--- config.mk ---
export PLATFORM = sky130hd
export DESIGN_NAME = hazard_mc_flat
export DESIGN_NICKNAME = d
export VERILOG_FILES = /design/src/rtl/hazard_mc_if.sv /design/src/rtl/hazard_mc.sv /design/src/flat_wrapper.sv
export SDC_FILE = /design/constraint.sdc
export NUM_CORES = 1
export LEC_CHECK = 0
export BUFFER_PORTS_ARGS = -buffer_cell sky130_fd_sc_hd__buf_2
export CELL_PAD_IN_SITES_DETAIL_PLACEMENT = 2
export CELL_PAD_IN_SITES_GLOBAL_PLACEMENT = 2
export CORE_ASPECT_RATIO = 2
export CORE_MARGIN = 2
export CORE_UTILIZATION = 30
export CTS_BUF_LIST = sky130_fd_sc_hd__clkbuf_8
export DETAILED_ROUTE_END_ITERATION = 10
export PLACE_DENSITY = 0.88
export SLEW_MARGIN = 10
export SYNTH_ARGS = -nofsm -noshare
export SYNTH_HDL_FRONTEND = slang
export SYNTH_SLANG_ARGS = --single-unit
--- constraint.sdc ---
create_clock -name clk -period 4.8 [get_ports clk]
set_clock_uncertainty 0.2 [all_clocks]
set_input_delay 0.48 -clock clk [delete_from_list [all_inputs] [get_ports clk]]
set_output_delay 0.48 -clock clk [all_outputs]
set_load 0.005 [all_outputs]
--- src/rtl/hazard_mc_if.sv ---
// Pipeline <-> hazard controller signal bundle.
// The pipeline side uses the master modport and drives stage information.
// The hazard controller uses the slave modport and returns forwarding selects,
// stalls, flushes and divider handshakes.
interface hazard_mc_if #(
  parameter int REG_AW = 5,
  parameter int CNT_W  = 32
);
  // Decode stage
  logic [REG_AW-1:0] rsD, rtD;
  logic              branchD, jrD;
  // Execute stage
  logic [REG_AW-1:0] rsE, rtE, writeregE;
  logic              regwriteE, memtoregE, div_reqE;
  // Memory / writeback stages
  logic [REG_AW-1:0] writeregM, writeregW;
  logic              regwriteM, memtoregM, regwriteW;
  // HI/LO write enables
  logic [1:0]        hilo_weE, hilo_weM, hilo_weW;
  // Divider, memory waits, exceptions, perf counter
  logic              div_ready, i_stall, d_stall, except_flushM, perf_clr;
  // Results
  logic              forwardaD, forwardbD;
  logic [1:0]        forwardaE, forwardbE, forwardhiloE;
  logic              div_start, div_cancel, div_busy;
  logic              stallF, stallD, stallE, stallM, stallW;
  logic              flushD, flushE, flushM, flushW;
  logic [CNT_W-1:0]  stall_cnt;

  modport master (
    output rsD, rtD, branchD, jrD, rsE, rtE, writeregE, regwriteE, memtoregE,
           div_reqE, writeregM, regwriteM, memtoregM, writeregW, regwriteW,
           hilo_weE, hilo_weM, hilo_weW, div_ready, i_stall, d_stall,
           except_flushM, perf_clr,
    input  forwardaD, forwardbD, forwardaE, forwardbE, forwardhiloE,
           div_start, div_cancel, div_busy, stallF, stallD, stallE, stallM,
           stallW, flushD, flushE, flushM, flushW, stall_cnt
  );

  modport slave (
    input  rsD, rtD, branchD, jrD, rsE, rtE, writeregE, regwriteE, memtoregE,
           div_reqE, writeregM, regwriteM, memtoregM, writeregW, regwriteW,
           hilo_weE, hilo_weM, hilo_weW, div_ready, i_stall, d_stall,
           except_flushM, perf_clr,
    output forwardaD, forwardbD, forwardaE, forwardbE, forwardhiloE,
           div_start, div_cancel, div_busy, stallF, stallD, stallE, stallM,
           stallW, flushD, flushE, flushM, flushW, stall_cnt
  );
endinterface

--- src/rtl/hazard_mc.sv ---
// Five-stage MIPS hazard controller: GPR and HI/LO forwarding, load-use and
// branch stalls, divider handshake FSM, exception flush, memory wait stalls
// and a saturating stall-cycle counter.
module hazard_mc #(
  parameter int REG_AW = 5,
  parameter int CNT_W  = 32
) (
  input logic     clk,
  input logic     resetn,
  hazard_mc_if.slave hz
);

  typedef enum logic [1:0] {IDLE = 2'd0, BUSY = 2'd1, DONE = 2'd2} divState_t;

  divState_t        divState;
  logic [CNT_W-1:0] stallCount;

  logic lwStall, brStall, memStall, divStall, divStartNow;
  logic stallEInt, stallFInt;
  logic rsMatchE, rtMatchE, rsMatchM, rtMatchM;

  // Source operand matches against E and M destinations (register 0 never hazards)
  always_comb begin
    rsMatchE = (hz.writeregE != '0) && (hz.writeregE == hz.rsD);
    rtMatchE = (hz.writeregE != '0) && (hz.writeregE == hz.rtD);
    rsMatchM = (hz.writeregM != '0) && (hz.writeregM == hz.rsD);
    rtMatchM = (hz.writeregM != '0) && (hz.writeregM == hz.rtD);
  end

  // Forwarding selects: D-stage from M only; E-stage with M beating W
  always_comb begin
    hz.forwardaD = (hz.rsD != '0) && (hz.rsD == hz.writeregM) && hz.regwriteM;
    hz.forwardbD = (hz.rtD != '0) && (hz.rtD == hz.writeregM) && hz.regwriteM;

    hz.forwardaE = 2'b00;
    if (hz.rsE != '0) begin
      if (hz.regwriteM && hz.rsE == hz.writeregM)      hz.forwardaE = 2'b10;
      else if (hz.regwriteW && hz.rsE == hz.writeregW) hz.forwardaE = 2'b01;
    end

    hz.forwardbE = 2'b00;
    if (hz.rtE != '0) begin
      if (hz.regwriteM && hz.rtE == hz.writeregM)      hz.forwardbE = 2'b10;
      else if (hz.regwriteW && hz.rtE == hz.writeregW) hz.forwardbE = 2'b01;
    end

    // An instruction in E that writes HI/LO itself needs no forwarded value
    hz.forwardhiloE = 2'b00;
    if (hz.hilo_weE == 2'b00) begin
      if (hz.hilo_weM != 2'b00)      hz.forwardhiloE = 2'b01;
      else if (hz.hilo_weW != 2'b00) hz.forwardhiloE = 2'b10;
    end
  end

  // Hazard conditions and divider handshake decode
  always_comb begin
    lwStall  = hz.memtoregE && (rsMatchE || rtMatchE);
    brStall  = (hz.branchD || hz.jrD) &&
               ((hz.regwriteE && (rsMatchE || rtMatchE)) ||
                (hz.memtoregM && (rsMatchM || rtMatchM)));
    memStall = hz.i_stall || hz.d_stall;
    // div_ready during the start cycle is deliberately not looked at in IDLE
    divStall    = ((divState == IDLE) && hz.div_reqE) ||
                  ((divState == BUSY) && !hz.div_ready);
    divStartNow = (divState == IDLE) && hz.div_reqE && !hz.except_flushM;
    hz.div_start  = divStartNow;
    hz.div_cancel = hz.except_flushM && ((divState == BUSY) || divStartNow);
    hz.div_busy   = (divState != IDLE);
  end

  // Stall/flush composition: exception, memory wait, divider, load/branch
  always_comb begin
    hz.stallF = 1'b0; hz.stallD = 1'b0; hz.stallE = 1'b0;
    hz.stallM = 1'b0; hz.stallW = 1'b0;
    hz.flushD = 1'b0; hz.flushE = 1'b0; hz.flushM = 1'b0; hz.flushW = 1'b0;
    if (hz.except_flushM) begin
      hz.flushD = 1'b1; hz.flushE = 1'b1; hz.flushM = 1'b1; hz.flushW = 1'b1;
      hz.stallF = hz.i_stall;
    end else if (memStall) begin
      hz.stallF = 1'b1; hz.stallD = 1'b1; hz.stallE = 1'b1;
      hz.stallM = 1'b1; hz.stallW = 1'b1;
    end else if (divStall) begin
      hz.stallF = 1'b1; hz.stallD = 1'b1; hz.stallE = 1'b1;
      hz.flushM = 1'b1;
    end else if (lwStall || brStall) begin
      hz.stallF = 1'b1; hz.stallD = 1'b1;
      hz.flushE = 1'b1;
    end
    stallEInt = hz.stallE;
    stallFInt = hz.stallF;
  end

  // Divider FSM: DONE holds off a restart while the finished DIV is still stuck in E
  always_ff @(posedge clk or negedge resetn) begin
    if (!resetn) begin
      divState <= IDLE;
    end else if (hz.except_flushM) begin
      divState <= IDLE;
    end else begin
      case (divState)
        IDLE: if (hz.div_reqE) divState <= BUSY;
        BUSY: if (hz.div_ready)
                divState <= (memStall || lwStall || brStall) ? DONE : IDLE;
        DONE: if (!stallEInt) divState <= IDLE;
        default: divState <= IDLE;
      endcase
    end
  end

  // Saturating stall-cycle counter; clear beats increment
  always_ff @(posedge clk or negedge resetn) begin
    if (!resetn) begin
      stallCount <= '0;
    end else if (hz.perf_clr) begin
      stallCount <= '0;
    end else if (stallFInt && !hz.except_flushM && (stallCount != '1)) begin
      stallCount <= stallCount + 1'b1;
    end
  end

  assign hz.stall_cnt = stallCount;

endmodule

--- src/flat_wrapper.sv ---
// flat-port wrapper written by rule: the top's interface ports become plain ports
module hazard_mc_flat 
#(
  parameter int REG_AW = 5,
  parameter int CNT_W  = 32
)
  (clk, resetn, hz_rsD, hz_rtD, hz_branchD, hz_jrD, hz_rsE, hz_rtE, hz_writeregE, hz_regwriteE, hz_memtoregE, hz_div_reqE, hz_writeregM, hz_regwriteM, hz_memtoregM, hz_writeregW, hz_regwriteW, hz_hilo_weE, hz_hilo_weM, hz_hilo_weW, hz_div_ready, hz_i_stall, hz_d_stall, hz_except_flushM, hz_perf_clr, hz_forwardaD, hz_forwardbD, hz_forwardaE, hz_forwardbE, hz_forwardhiloE, hz_div_start, hz_div_cancel, hz_div_busy, hz_stallF, hz_stallD, hz_stallE, hz_stallM, hz_stallW, hz_flushD, hz_flushE, hz_flushM, hz_flushW, hz_stall_cnt);
  hazard_mc_if #(.REG_AW(REG_AW), .CNT_W(CNT_W)) hz_i ();
  input logic clk;
  input logic resetn;
  input wire logic [$bits(hz_i.rsD)-1:0] hz_rsD;
  input wire logic [$bits(hz_i.rtD)-1:0] hz_rtD;
  input wire logic [$bits(hz_i.branchD)-1:0] hz_branchD;
  input wire logic [$bits(hz_i.jrD)-1:0] hz_jrD;
  input wire logic [$bits(hz_i.rsE)-1:0] hz_rsE;
  input wire logic [$bits(hz_i.rtE)-1:0] hz_rtE;
  input wire logic [$bits(hz_i.writeregE)-1:0] hz_writeregE;
  input wire logic [$bits(hz_i.regwriteE)-1:0] hz_regwriteE;
  input wire logic [$bits(hz_i.memtoregE)-1:0] hz_memtoregE;
  input wire logic [$bits(hz_i.div_reqE)-1:0] hz_div_reqE;
  input wire logic [$bits(hz_i.writeregM)-1:0] hz_writeregM;
  input wire logic [$bits(hz_i.regwriteM)-1:0] hz_regwriteM;
  input wire logic [$bits(hz_i.memtoregM)-1:0] hz_memtoregM;
  input wire logic [$bits(hz_i.writeregW)-1:0] hz_writeregW;
  input wire logic [$bits(hz_i.regwriteW)-1:0] hz_regwriteW;
  input wire logic [$bits(hz_i.hilo_weE)-1:0] hz_hilo_weE;
  input wire logic [$bits(hz_i.hilo_weM)-1:0] hz_hilo_weM;
  input wire logic [$bits(hz_i.hilo_weW)-1:0] hz_hilo_weW;
  input wire logic [$bits(hz_i.div_ready)-1:0] hz_div_ready;
  input wire logic [$bits(hz_i.i_stall)-1:0] hz_i_stall;
  input wire logic [$bits(hz_i.d_stall)-1:0] hz_d_stall;
  input wire logic [$bits(hz_i.except_flushM)-1:0] hz_except_flushM;
  input wire logic [$bits(hz_i.perf_clr)-1:0] hz_perf_clr;
  output wire logic [$bits(hz_i.forwardaD)-1:0] hz_forwardaD;
  output wire logic [$bits(hz_i.forwardbD)-1:0] hz_forwardbD;
  output wire logic [$bits(hz_i.forwardaE)-1:0] hz_forwardaE;
  output wire logic [$bits(hz_i.forwardbE)-1:0] hz_forwardbE;
  output wire logic [$bits(hz_i.forwardhiloE)-1:0] hz_forwardhiloE;
  output wire logic [$bits(hz_i.div_start)-1:0] hz_div_start;
  output wire logic [$bits(hz_i.div_cancel)-1:0] hz_div_cancel;
  output wire logic [$bits(hz_i.div_busy)-1:0] hz_div_busy;
  output wire logic [$bits(hz_i.stallF)-1:0] hz_stallF;
  output wire logic [$bits(hz_i.stallD)-1:0] hz_stallD;
  output wire logic [$bits(hz_i.stallE)-1:0] hz_stallE;
  output wire logic [$bits(hz_i.stallM)-1:0] hz_stallM;
  output wire logic [$bits(hz_i.stallW)-1:0] hz_stallW;
  output wire logic [$bits(hz_i.flushD)-1:0] hz_flushD;
  output wire logic [$bits(hz_i.flushE)-1:0] hz_flushE;
  output wire logic [$bits(hz_i.flushM)-1:0] hz_flushM;
  output wire logic [$bits(hz_i.flushW)-1:0] hz_flushW;
  output wire logic [$bits(hz_i.stall_cnt)-1:0] hz_stall_cnt;
  assign hz_i.rsD = hz_rsD;
  assign hz_i.rtD = hz_rtD;
  assign hz_i.branchD = hz_branchD;
  assign hz_i.jrD = hz_jrD;
  assign hz_i.rsE = hz_rsE;
  assign hz_i.rtE = hz_rtE;
  assign hz_i.writeregE = hz_writeregE;
  assign hz_i.regwriteE = hz_regwriteE;
  assign hz_i.memtoregE = hz_memtoregE;
  assign hz_i.div_reqE = hz_div_reqE;
  assign hz_i.writeregM = hz_writeregM;
  assign hz_i.regwriteM = hz_regwriteM;
  assign hz_i.memtoregM = hz_memtoregM;
  assign hz_i.writeregW = hz_writeregW;
  assign hz_i.regwriteW = hz_regwriteW;
  assign hz_i.hilo_weE = hz_hilo_weE;
  assign hz_i.hilo_weM = hz_hilo_weM;
  assign hz_i.hilo_weW = hz_hilo_weW;
  assign hz_i.div_ready = hz_div_ready;
  assign hz_i.i_stall = hz_i_stall;
  assign hz_i.d_stall = hz_d_stall;
  assign hz_i.except_flushM = hz_except_flushM;
  assign hz_i.perf_clr = hz_perf_clr;
  assign hz_forwardaD = hz_i.forwardaD;
  assign hz_forwardbD = hz_i.forwardbD;
  assign hz_forwardaE = hz_i.forwardaE;
  assign hz_forwardbE = hz_i.forwardbE;
  assign hz_forwardhiloE = hz_i.forwardhiloE;
  assign hz_div_start = hz_i.div_start;
  assign hz_div_cancel = hz_i.div_cancel;
  assign hz_div_busy = hz_i.div_busy;
  assign hz_stallF = hz_i.stallF;
  assign hz_stallD = hz_i.stallD;
  assign hz_stallE = hz_i.stallE;
  assign hz_stallM = hz_i.stallM;
  assign hz_stallW = hz_i.stallW;
  assign hz_flushD = hz_i.flushD;
  assign hz_flushE = hz_i.flushE;
  assign hz_flushM = hz_i.flushM;
  assign hz_flushW = hz_i.flushW;
  assign hz_stall_cnt = hz_i.stall_cnt;
  hazard_mc #(.REG_AW(REG_AW), .CNT_W(CNT_W)) u_core (.clk(clk), .resetn(resetn), .hz(hz_i));
endmodule
-- Word level (Yosys, flattened, before mapping)
Cells that the tools add are included.
- logic and storage cells: 99
- input port bits: 56
- bits in registers: 34
- output and inout port bits: 52
- reduce and logical (&&, ||, !) cells: 47
- $add $sub $neg: 1
- eq/ne operators: 16
- mux-type cells: 33
- operators by type and width (kind ; count):
    two-way mux 32 bit ; 2
    equality test 5 bit ; 10
    adder 32 x 1 -> 32 bit, second input constant ; 1
    != test 32 bit, second input constant ; 1
    nonzero test 5 bit ; 6
    two-way mux 2 bit ; 12
    logical AND 1 bit ; 22
    two-way mux 1 bit ; 18
    logical OR 1 bit ; 10
    != test 3 bit, second input constant ; 3
    nonzero test 2 bit ; 4
    one-hot mux 2 bit (3 select lines) ; 1
    zero test 2 bit ; 2
    AND reduction 3 bit ; 1
    equality test 2 x 1 -> 1 bit, second input constant ; 1
    equality test 2 bit, second input constant ; 1
    zero test 1 bit ; 2

-- Depth between registers and ports, before layout
Gate-level depths: netlist (run 1).
- depth in word-level cells: 15
- mapped depth: 10
- depth with buffers taken out: 7

-- Worst setup path after synthesis (run 1)
Ideal clock, no wire load.
- kind: input to output
- start point: in hz_writeregM[2]
- end point: out hz_stallF
- arrival: 2.079 ns
- setup slack: 2.041 ns
- data required time: 4.120 ns
- stages: 8
- buffers on the path: 3
- cells stage by stage: buf_2 > or4_4 > o221ai_2 > a21oi_4 > o31ai_4 > buf_6 > buf_6 > nand2_1
- cells in the longest elaborated chain, start to end: 11
- elaborated cells between the ends (all ways): 14
- classes of those cells: 2 x eq/ne; 4 x mux; 8 x reduce/logical
- ends and longest elaborated chain (item ; line ; source):
    from (decl) ; flat_wrapper.sv:21 ; input wire logic [$bits(hz_i.writeregM)-1:0] hz_writeregM;
    equality test 5 bit (tied with other cells) ; hazard_mc.sv:26 ; rsMatchM = (hz.writeregM != '0) && (hz.writeregM == hz.rsD);
    logical AND 1 bit (on tied branches) ; hazard_mc.sv:26, hazard_mc.sv:27 ;
    logical OR 1 bit * ; hazard_mc.sv:60 ; (hz.memtoregM && (rsMatchM || rtMatchM)));
    logical AND 1 bit * ; hazard_mc.sv:60 ;
    logical OR 1 bit * ; hazard_mc.sv:59 ; ((hz.regwriteE && (rsMatchE || rtMatchE)) ||
    logical AND 1 bit * ; hazard_mc.sv:58 ; brStall = (hz.branchD || hz.jrD) &&
    logical OR 1 bit * ; hazard_mc.sv:85 ; end else if (lwStall || brStall) begin
    two-way mux 1 bit * ; hazard_mc.sv:85 ;
    two-way mux 1 bit * ; hazard_mc.sv:82 ; end else if (divStall) begin
    two-way mux 1 bit * ; hazard_mc.sv:79 ; end else if (memStall) begin
    two-way mux 1 bit * ; hazard_mc.sv:76 ; if (hz.except_flushM) begin
    to (decl) ; flat_wrapper.sv:42 ; output wire logic [$bits(hz_i.stallF)-1:0] hz_stallF;
Every way passes the cells marked *; elsewhere a longest branch is shown, timed or not.

-- Final worst setup path (run 1)
- start point: in hz_writeregE[1]
- end point: out hz_stallF
- cells in the longest elaborated chain, start to end: 11
- elaborated cells between the ends (all ways): 15
- classes of those cells: 2 x eq/ne; 4 x mux; 9 x reduce/logical
- ends and longest elaborated chain (item ; line ; source):
    from (decl) ; flat_wrapper.sv:17 ; input wire logic [$bits(hz_i.writeregE)-1:0] hz_writeregE;
    equality test 5 bit (tied with other cells) ; hazard_mc.sv:24 ; rsMatchE = (hz.writeregE != '0) && (hz.writeregE == hz.rsD);
    logical AND 1 bit (on tied branches) ; hazard_mc.sv:24, hazard_mc.sv:25 ;
    logical OR 1 bit * ; hazard_mc.sv:57, hazard_mc.sv:59 ;
    logical AND 1 bit ; hazard_mc.sv:59 ;
    logical OR 1 bit ; hazard_mc.sv:59 ;
    logical AND 1 bit ; hazard_mc.sv:58 ;
    logical OR 1 bit * ; hazard_mc.sv:85 ;
    two-way mux 1 bit * ; hazard_mc.sv:85 ;
    two-way mux 1 bit * ; hazard_mc.sv:82 ;
    two-way mux 1 bit * ; hazard_mc.sv:79 ;
    two-way mux 1 bit * ; hazard_mc.sv:76 ;
Marked as above.

==> results of run 1 <==
## through the flow
step | instances | setup slack (ns) | utilization (%) | total power (W)
floorplan | 312 | 2.04 | - | 0.000370
global placement | 504 | 1.65 | 36.6 | 0.000428
detailed placement | 504 | 1.43 | 36.6 | 0.000435
CTS | 510 | 1.40 | 37.5 | 0.000657
global route | 511 | 1.68 | 37.7 | 0.000679
finish | 511 | 1.80 | 37.7 | 0.000644
## cells in the final DEF, fill, tap and decap left out, types with 2 or more instances in the layout
cell type  count
nand3_1       14
buf_4          2
nor2_1        28
nor3_1         7
or3_1          9
buf_2        107
mux2_4         2
xor2_1        21
nand2_1       19
inv_1          5
or4_1         16
and3_1         4
dfrtp_1       34
o31ai_1       12
o21ai_0       12
o21a_1         2
nor4b_1        4
nor3b_1        4
mux2_1         4
nand3b_1       2
nor2b_1        9
a21oi_1       22
nand4_1       11
nor4_1         9
mux2_2         3
clkbuf_8       6
xnor2_1       21
## kinds of logic after synthesis
family,count (synthesis),share of synthesized area [%]
compound gates,60,14.9
simple gates,142,30.1
mux,9,4.03
xor+xnor,42,13.6
fa+ha+maj,1,0.463
buf+inv,24,5.37
flops,34,31.5
## worst paths after layout
check                                        start                       to
max reg2reg                 u_core.hz.stall_cnt[7]   u_core.hz.stall_cnt[5]
max in group asynchronous                   resetn       u_core.divState[1]
min                                         resetn   u_core.hz.stall_cnt[2]
max                                hz_writeregE[1]                hz_stallF
min in group clk                  hz_except_flushM       u_core.divState[1]
min reg2reg                u_core.hz.stall_cnt[12]  u_core.hz.stall_cnt[12]
## where the power goes
| group | internal, W | switching [W] |
|---|---|---|
| Sequential | 0.000289 | 0.00000342 |
| Clock | 0.000111 | 0.000107 |
| Combinational | 0.0000563 | 0.0000780 |
| Total | 0.000456 | 0.000188 |
## registers in the layout (all words and copies together) (netlist names)
signal and cells:
u_core.hz.stall_cnt 32, u_core.divState 2
## metal layers
| metal | share of wire (%) | wire length (um) | GRT usage, % | vias up |
|---|---|---|---|---|
| li1 | - | - | - | 1338 |
| met1 | 32 | 3110 | 18.5 | 1418 |
| met2 | 61 | 5980 | 41.7 | 96 |
| met3 | 4.4 | 428 | 2.70 | 17 |
| met4 | 2.9 | 285 | 8.24 | 0 |
| met5 | 0 | 0 | 0 | - |
## final cells by class
class | count | area, sq um | share of cell area [%]
Clock buffer | 6 | 82.6 | 2.47
Inverter | 5 | 18.8 | 0.561
Multi-Input combinational cell | 254 | 1710 | 51.0
Sequential cell | 34 | 851 | 25.4
Tap cell | 102 | 128 | 3.81
Timing Repair Buffer | 110 | 562 | 16.8
## worst max-delay path, delay by kind of cell
family / cells / cell delay [ns]
AO/OA/AOI/OAI: 3 / 0.85
AND/OR/NAND/NOR: 2 / 0.69
buffers and inverters: 2 / 0.30
==> flow_summary.toml, run 1 <==
[outcome]
status = "finished clean"

[clock_network]
cts_sinks = 34
cts_buffers = 5
clockRootBuffer = "clkbuf_8"
cts_max_path_buffers = 2
cts.htree.levels = 2
insertion_delay_ns = 0.29
cts_tree = "yes"
ctsResizeCount = 0
postCtsSetupBuffers = 0
cts_hold_buf = 0
clkTransAtPathRegs_ns = 0.07

[layout]
fillers = 1063
drive_gt1_share_pct = 32.0
area_growth_pct = 23.9
diodes = 0
fin_area_sq_um = 3350
layout.nets = 467

[timing]
tightest_slew_ns = 1.18
setup-tns-final_ns = 0
period_share_pct = 62.5
whs_ns = 0.0728
rsz0062_at_grt = "no"
setup_viol = 0
relSlewSlack_pct = 20.8
drv_slew = 0
max_freq_mhz = 333
post-route-min-period_ns = 3.00
hold_viol_final = 0

[setup_path]
crit_type = "primary input to output port"
slowest_delay_ns = 0.54
critical-path-slowest-cell = "o31ai_4"
timing.critical_path.mode_cell = "buf_2"
end_kind = "output port"
path_cells = "buf_2, or4_1, o22ai_1, a21oi_2, o31ai_4, nand2_1, buf_2"
worstRegToRegCells = 8
cp_max_fo = 14
cp.arrival_ns = 2.32
startpoint_type = "primary input"
required_ns = 4.12
rrSetupSlack_ns = 1.96

[logic_synthesis]
synth_flop_cell = "dfrtp_1"
synth_edf_count = 0
ys_warn_count = 0
ys_seq_area_share_pct = 31.5
netlist_instances = 312
synth_area_sq_um = 2700
synthDominantCellAreaShare_pct = 31.5
synthTopCellsByArea = "dfrtp_1 (31%), xnor2_1 (6.8%), xor2_1 (6.8%)"
synthTopCellsByCount = "dfrtp_1 (34), nor2_1 (28), a21oi_1 (22)"
syn_avg_cell_area_sq_um = 8.66
ys_ff_latch = 34
synthArstFlopShare_pct = 100
yosysMostFrequentCell = "dfrtp_1"
synth_top_area_cell = "dfrtp_1"
syn_nets = 369
synth_cell_type_count = 47

[power_and_ir_drop]
peakVddDrop_mv = 0.0943
power.leakage_nw = 1.50
power_density_nw_per_um2 = 192

[routing]
wl_per_cell_um = 19.2
routed_wl_um = 9810
ant_nets = 0
drt-pass1-iter-count = 4
vias = 2869
first_iter_violations = 79
vias_per_cell = 5.61
drc = 0

[floorplanning]
fp.dieW_um = 71.1
io-pin-count = 108
fp-row-count = 49
initial_core_util_pct = 30.4
fp.dieArea_sq_um = 9830
core_sq_um = 8890
die_h_um = 138

[job]
drv_cap = 0

[place]
place_area_sq_um = 3250
port_buffers = 107
dpl.hpwl_um = 8040
gp_congestion = 0.764

[global_routing]
antenna_found_initial = 0
grt_use_total_pct = 20.2
grt_pass1_wl_um = 15600
grt_max_degree = 42
grt_pass1_vias = 3066
grt-ovfl-total = 0

[hold_path]
worstHoldPathType = "primary input to asynchronous set/reset pin"
Note: power is estimated with default switching activity, not from simulation.
==> run 2: changes to the inputs <==
Settings changed: ABC_AREA from default to 1, CORE_UTILIZATION 30 to 28, PLACE_DENSITY 0.88 to 0.85.
Clock period 4.8 ns to 2.78 ns, I/O delays scaled along.
==> run 2 against run 1 <==
Against the previous run:
- global-route usage up 2.2 points
- final cell count up 55%
- via count up 42%
- critical path type is now flop to flop
- largest power group unchanged
==> flow_summary.toml, run 2 <==
[clock_network]
cts_buffers = 5
clockRootBuffer = "clkbuf_8"
cts_sinks = 34
cts_hold_buf = 1
clkTransAtPathRegs_ns = 0.08
postCtsSetupBuffers = 0
ctsResizeCount = 0
cts_tree = "yes"
insertion_delay_ns = 0.31
cts_max_path_buffers = 2
cts.htree.levels = 2

[global_routing]
grt_pass1_vias = 4626
grt-ovfl-total = 0
antenna_found_initial = 0
grt_use_total_pct = 22.4
grt_max_degree = 38
grt_pass1_wl_um = 23700

[timing]
hold_viol_final = 0
tightest_slew_ns = 0.858
whs_ns = 0.0891
setup-tns-final_ns = 0
relSlewSlack_pct = 42.8
period_share_pct = 88.5
drv_slew = 0
max_freq_mhz = 406
setup_viol = 0
post-route-min-period_ns = 2.46
rsz0062_at_grt = "no"

[logic_synthesis]
syn_avg_cell_area_sq_um = 6.44
synth_compound_area_share_pct = 4.36
synth_edf_count = 0
synth-xor-area-share_pct = 9.01
synthArstFlopShare_pct = 100
synth_top_family_by_area = "simple AND/OR/NAND/NOR gates"
synth_flop_cell = "dfrtp_1"
netlist_instances = 544
synthDominantCellAreaShare_pct = 24.3
synthTopCellsByArea = "dfrtp_1 (24%), nand2_1 (17%), nand3_2 (8.6%)"
yosys-mux-area-fraction_pct = 0
syn_nets = 601
yosysMostFrequentCell = "nand2_1"
synth_fa_ha_area_share_pct = 0.357
synth_cell_type_count = 37
ys_seq_area_share_pct = 24.3
synthTopCellsByCount = "nand2_1 (158), inv_1 (74), nor2_1 (66)"
ys_warn_count = 0
synth_top_area_cell = "dfrtp_1"
ys_ff_latch = 34
synth_simple_gate_area_share_pct = 48.9
synth_area_sq_um = 3500

[routing]
drc = 0
drt-pass1-iter-count = 4
vias_per_cell = 5.15
routed_wl_um = 14900
first_iter_violations = 127
wl_per_cell_um = 18.8
ant_nets = 0
vias = 4070

[floorplanning]
fp-row-count = 57
fp.dieW_um = 83.1
fp.dieArea_sq_um = 13500
core_sq_um = 12200
io-pin-count = 108
die_h_um = 162
initial_core_util_pct = 28.7

[setup_path]
cp.arrival_ns = 2.50
required_ns = 2.82
critical-path-slowest-cell = "dfrtp_1"
slowest_delay_ns = 0.43
end_kind = "flop"
path_buf_inv = 1
startpoint_type = "flop"
cp_max_fo = 32
path_cells = "ha_1, nand3_1, inv_2, nand2_1, nor2_2, nand2_2, nand2_8, nand3_1, nand2_1"
crit_type = "flop to flop"
cp_top_family = "simple AND/OR/NAND/NOR gates"

[job]
drv_cap = 0

[layout]
drive_gt1_share_pct = 26.4
final_cell_mix = "nand2_1 (158), buf_2 (107), inv_1 (75)"
layout_commonest_cell = "nand2_1"
diodes = 0
layout.nets = 699
largest_reg_flops = 32
regArea_sq_um = 851
area_growth_pct = 20.6
fillers = 1554
multi_input_area_sq_um = 2190

[place]
dpl.hpwl_um = 12300
gp_congestion = 0.925
port_buffers = 107

[power_and_ir_drop]
power_density_nw_per_um2 = 291
peakVddDrop_mv = 0.211
power.leakage_nw = 2.32

[outcome]
status = "finished clean"

[hold_path]
worstHoldPathType = "primary input to flop"
-- run 2: power breakdown --
part	switching (W)	internal [W]	leakage, nW
Sequential	0.00000551	0.000500	0.473
Combinational	0.000210	0.000105	1.80
Clock	0.000212	0.000197	0.0524
Total	0.000427	0.000801	2.32
-- run 2: stage by stage --
step	cells	power, W	util [%]	instance area (sq um)	setup slack [ns]
2_1_floorplan	544	0.000701	-	3500	0.840
3_3_place_gp	781	0.000819	33.8	4120	0.432
3_5_place_dp	781	0.000833	33.8	4120	0.348
4_1_cts	790	0.00124	34.6	4220	0.283
5_1_grt	790	0.00129	34.6	4220	0.120
6_report	790	0.00123	34.6	4220	0.320
-- run 2: layout make-up --
cell class / instances / area share, %
tap: 147 / 4.36
sequential: 34 / 20.2
clock inverter: 2 / 0.207
clock buffer: 6 / 1.96
inverter: 84 / 7.47
timing repair buffer: 112 / 13.9
multi-input combinational: 405 / 51.9
-- run 2: path summary, 6_finish.rpt --
| path | startpoint | endpoint | slack (ns) | cells after the start |
|---|---|---|---|---|
| max | u_core.hz.stall_cnt[1] | u_core.hz.stall_cnt[24] | 0.32 | 9 |
| min | hz_except_flushM | u_core.divState[0] | 0.09 | 2 |
| max reg2reg | u_core.hz.stall_cnt[1] | u_core.hz.stall_cnt[24] | 0.32 | 9 |
| min reg2reg | u_core.divState[1] | u_core.divState[1] | 0.38 | 2 |
| max in group asynchronous | resetn | u_core.divState[0] | 1.41 | 2 |
| min in group asynchronous | resetn | u_core.hz.stall_cnt[18] | 0.41 | 2 |
-- run 2: layer usage --
layer	GRT usage, %	vias to the layer above	wire length [um]
met3	2.44	42	435
met2	47.1	115	8990
met4	14.4	0	903
li1	-	1923	-
met1	18.7	1990	4540
met5	0	-	0
-- run 2: logic make-up after synthesis --
| kind of cell | Yosys count |
|---|---|
| AND/OR/NAND/NOR | 345 |
| buffers and inverters | 105 |
| XOR/XNOR | 36 |
| flip-flops | 34 |
| AO/OA/AOI/OAI | 23 |
| adder cells (fa/ha/maj) | 1 |
==> run 3: changes to the inputs <==
Clock period 2.78 ns to 2.35 ns, I/O delays scaled along.
==> run 3 against run 2 <==
Against the previous run:
- hold slack lost 0.077 ns
- clock power rose by 18%
- first-iteration DRC count is 3.9% lower
- cell area increased by 1.8%
- final cell count is 1.1% higher
- flip-flop and latch count unchanged
- critical path type is now flop to output port
- largest cell class unchanged
- largest power group unchanged
==> flow_summary.toml, run 3 (same netlist as run 2, synthesis figures left out) <==
[outcome]
status = "finished clean"

[global_routing]
grt-ovfl-total = 0
grt_pass1_vias = 4752
grt_use_total_pct = 22.1
antenna_found_initial = 0
grt_max_degree = 38
grt_pass1_wl_um = 23500

[floorplanning]
fp-row-count = 57
initial_core_util_pct = 28.7
core_sq_um = 12200
fp.dieArea_sq_um = 13500
fp.dieW_um = 83.1
die_h_um = 162
io-pin-count = 108

[layout]
instances_no_fill = 799
largest_reg_flops = 32
fillers = 1568
area_growth_pct = 22.8
regArea_sq_um = 851
multi_input_area_sq_um = 2200
drive_gt1_share_pct = 27.8
layout.nets = 708
diodes = 0
final_cell_mix = "nand2_1 (158), buf_2 (107), inv_1 (75)"
fin_util_pct = 35.3
layout_commonest_cell = "nand2_1"

[clock_network]
clkTransAtPathRegs_ns = 0.08
cts_buffers = 5
clockRootBuffer = "clkbuf_8"
cts_max_path_buffers = 2
cts.htree.levels = 2
cts_tree = "yes"
insertion_delay_ns = 0.31
cts_sinks = 34
postCtsSetupBuffers = 0

[setup_path]
crit_type = "flop to output port"
cp-startpoint = "u_core.divState[1]"
end_kind = "output port"
startpoint_type = "flop"
required_ns = 1.91
cp.arrival_ns = 1.74
cp_max_fo = 4
rr_startpoint = "u_core.hz.stall_cnt[1]"

[power_and_ir_drop]
peakVddDrop_mv = 0.318
power_density_nw_per_um2 = 338
power.leakage_nw = 2.37

[routing]
first_iter_violations = 122
routed_wl_um = 14900
wl_per_cell_um = 18.6
drt-pass1-iter-count = 4
ant_nets = 0
vias_per_cell = 5.16
drc = 0
vias = 4126

[job]
drv_cap = 0

[timing]
max_freq_mhz = 459
tightest_slew_ns = 0.876
relSlewSlack_pct = 41.6
setup-tns-final_ns = 0
post-route-min-period_ns = 2.18
period_share_pct = 92.7
hold_viol_final = 0
setup_viol = 0
rsz0062_at_grt = "no"
drv_slew = 0

[place]
port_buffers = 107
gp_congestion = 0.880
dpl.hpwl_um = 12200
place_inst = 790

[hold_path]
worstHoldPathType = "primary input to flop"
hp-start = "hz_perf_clr"
-- run 3: changes by cell type in the layout (fill, tap and decap cells not counted) --
cell,previous run,this run
nor3_1,12,10
buf_4,3,12
nor3_2,1,3
-- run 3: what timing repair did --
| action | in CTS | in global routing |
|---|---|---|
| hold buffers | 1 | 0 |
| setup endpoints to repair | 0 | 2 |
| endpoints found under the hold margin | 34 | 0 |
| resized for setup | 0 | 2 |
-- run 3: final timing paths --
kind	to	cells past startpoint	slack [ns]
worst max-delay path	hz_flushE	9	0.17
worst min-delay path	u_core.hz.stall_cnt[29]	4	0.01
worst max register to register	u_core.hz.stall_cnt[9]	9	0.19
worst min register to register	u_core.hz.stall_cnt[1]	2	0.37
max in group asynchronous	u_core.hz.stall_cnt[28]	2	1.01
min in group asynchronous	u_core.hz.stall_cnt[26]	2	0.38
-- run 3: final cells by class --
| cell class | count | area share [%] |
|---|---|---|
| multi-input cells | 405 | 51.2 |
| flip-flops and latches | 34 | 19.8 |
| repair buffers | 121 | 15.3 |
| inverters | 84 | 7.33 |
| well taps | 147 | 4.28 |
| clock buffers | 6 | 1.92 |
| clock inverters | 2 | 0.204 |
-- run 3: per-layer routing --
metal | wire length [um] | part of all wire, % | track usage [%] | up-vias
li1 | - | - | - | 1939
met1 | 4420 | 30 | 17.4 | 2011
met2 | 9020 | 61 | 47.4 | 129
met3 | 558 | 3.8 | 3.20 | 47
met4 | 881 | 5.9 | 13.6 | 0
met5 | 0 | 0 | 0 | -
-- run 3: critical path, stage by stage (launching register included) --
cell     delay, ns
dfrtp_1       0.41
nor2_1        0.18
nand2_1       0.10
nand2_1       0.10
inv_2         0.05
a21oi_2       0.19
inv_2         0.10
o21ai_0       0.10
inv_1         0.07
buf_2         0.13
-- run 3: where the power goes --
part           switching (W)  internal (W)
sequential        0.00000590      0.000591
clock               0.000250      0.000233
combinational       0.000246      0.000129
-- run 3: stage by stage --
stage | total power [W] | setup slack [ns] | area (sq um) | hold slack, ns
2_1_floorplan | 0.000829 | 0.410 | 3500 | -0.261
3_3_place_gp | 0.000972 | 0.194 | 4190 | 0.178
3_5_place_dp | 0.000990 | 0.0974 | 4190 | 0.201
4_1_cts | 0.00147 | 0.0786 | 4290 | 0.0158
5_1_grt | 0.00153 | 0.0357 | 4300 | 0.0391
6_report | 0.00145 | 0.172 | 4300 | 0.0119
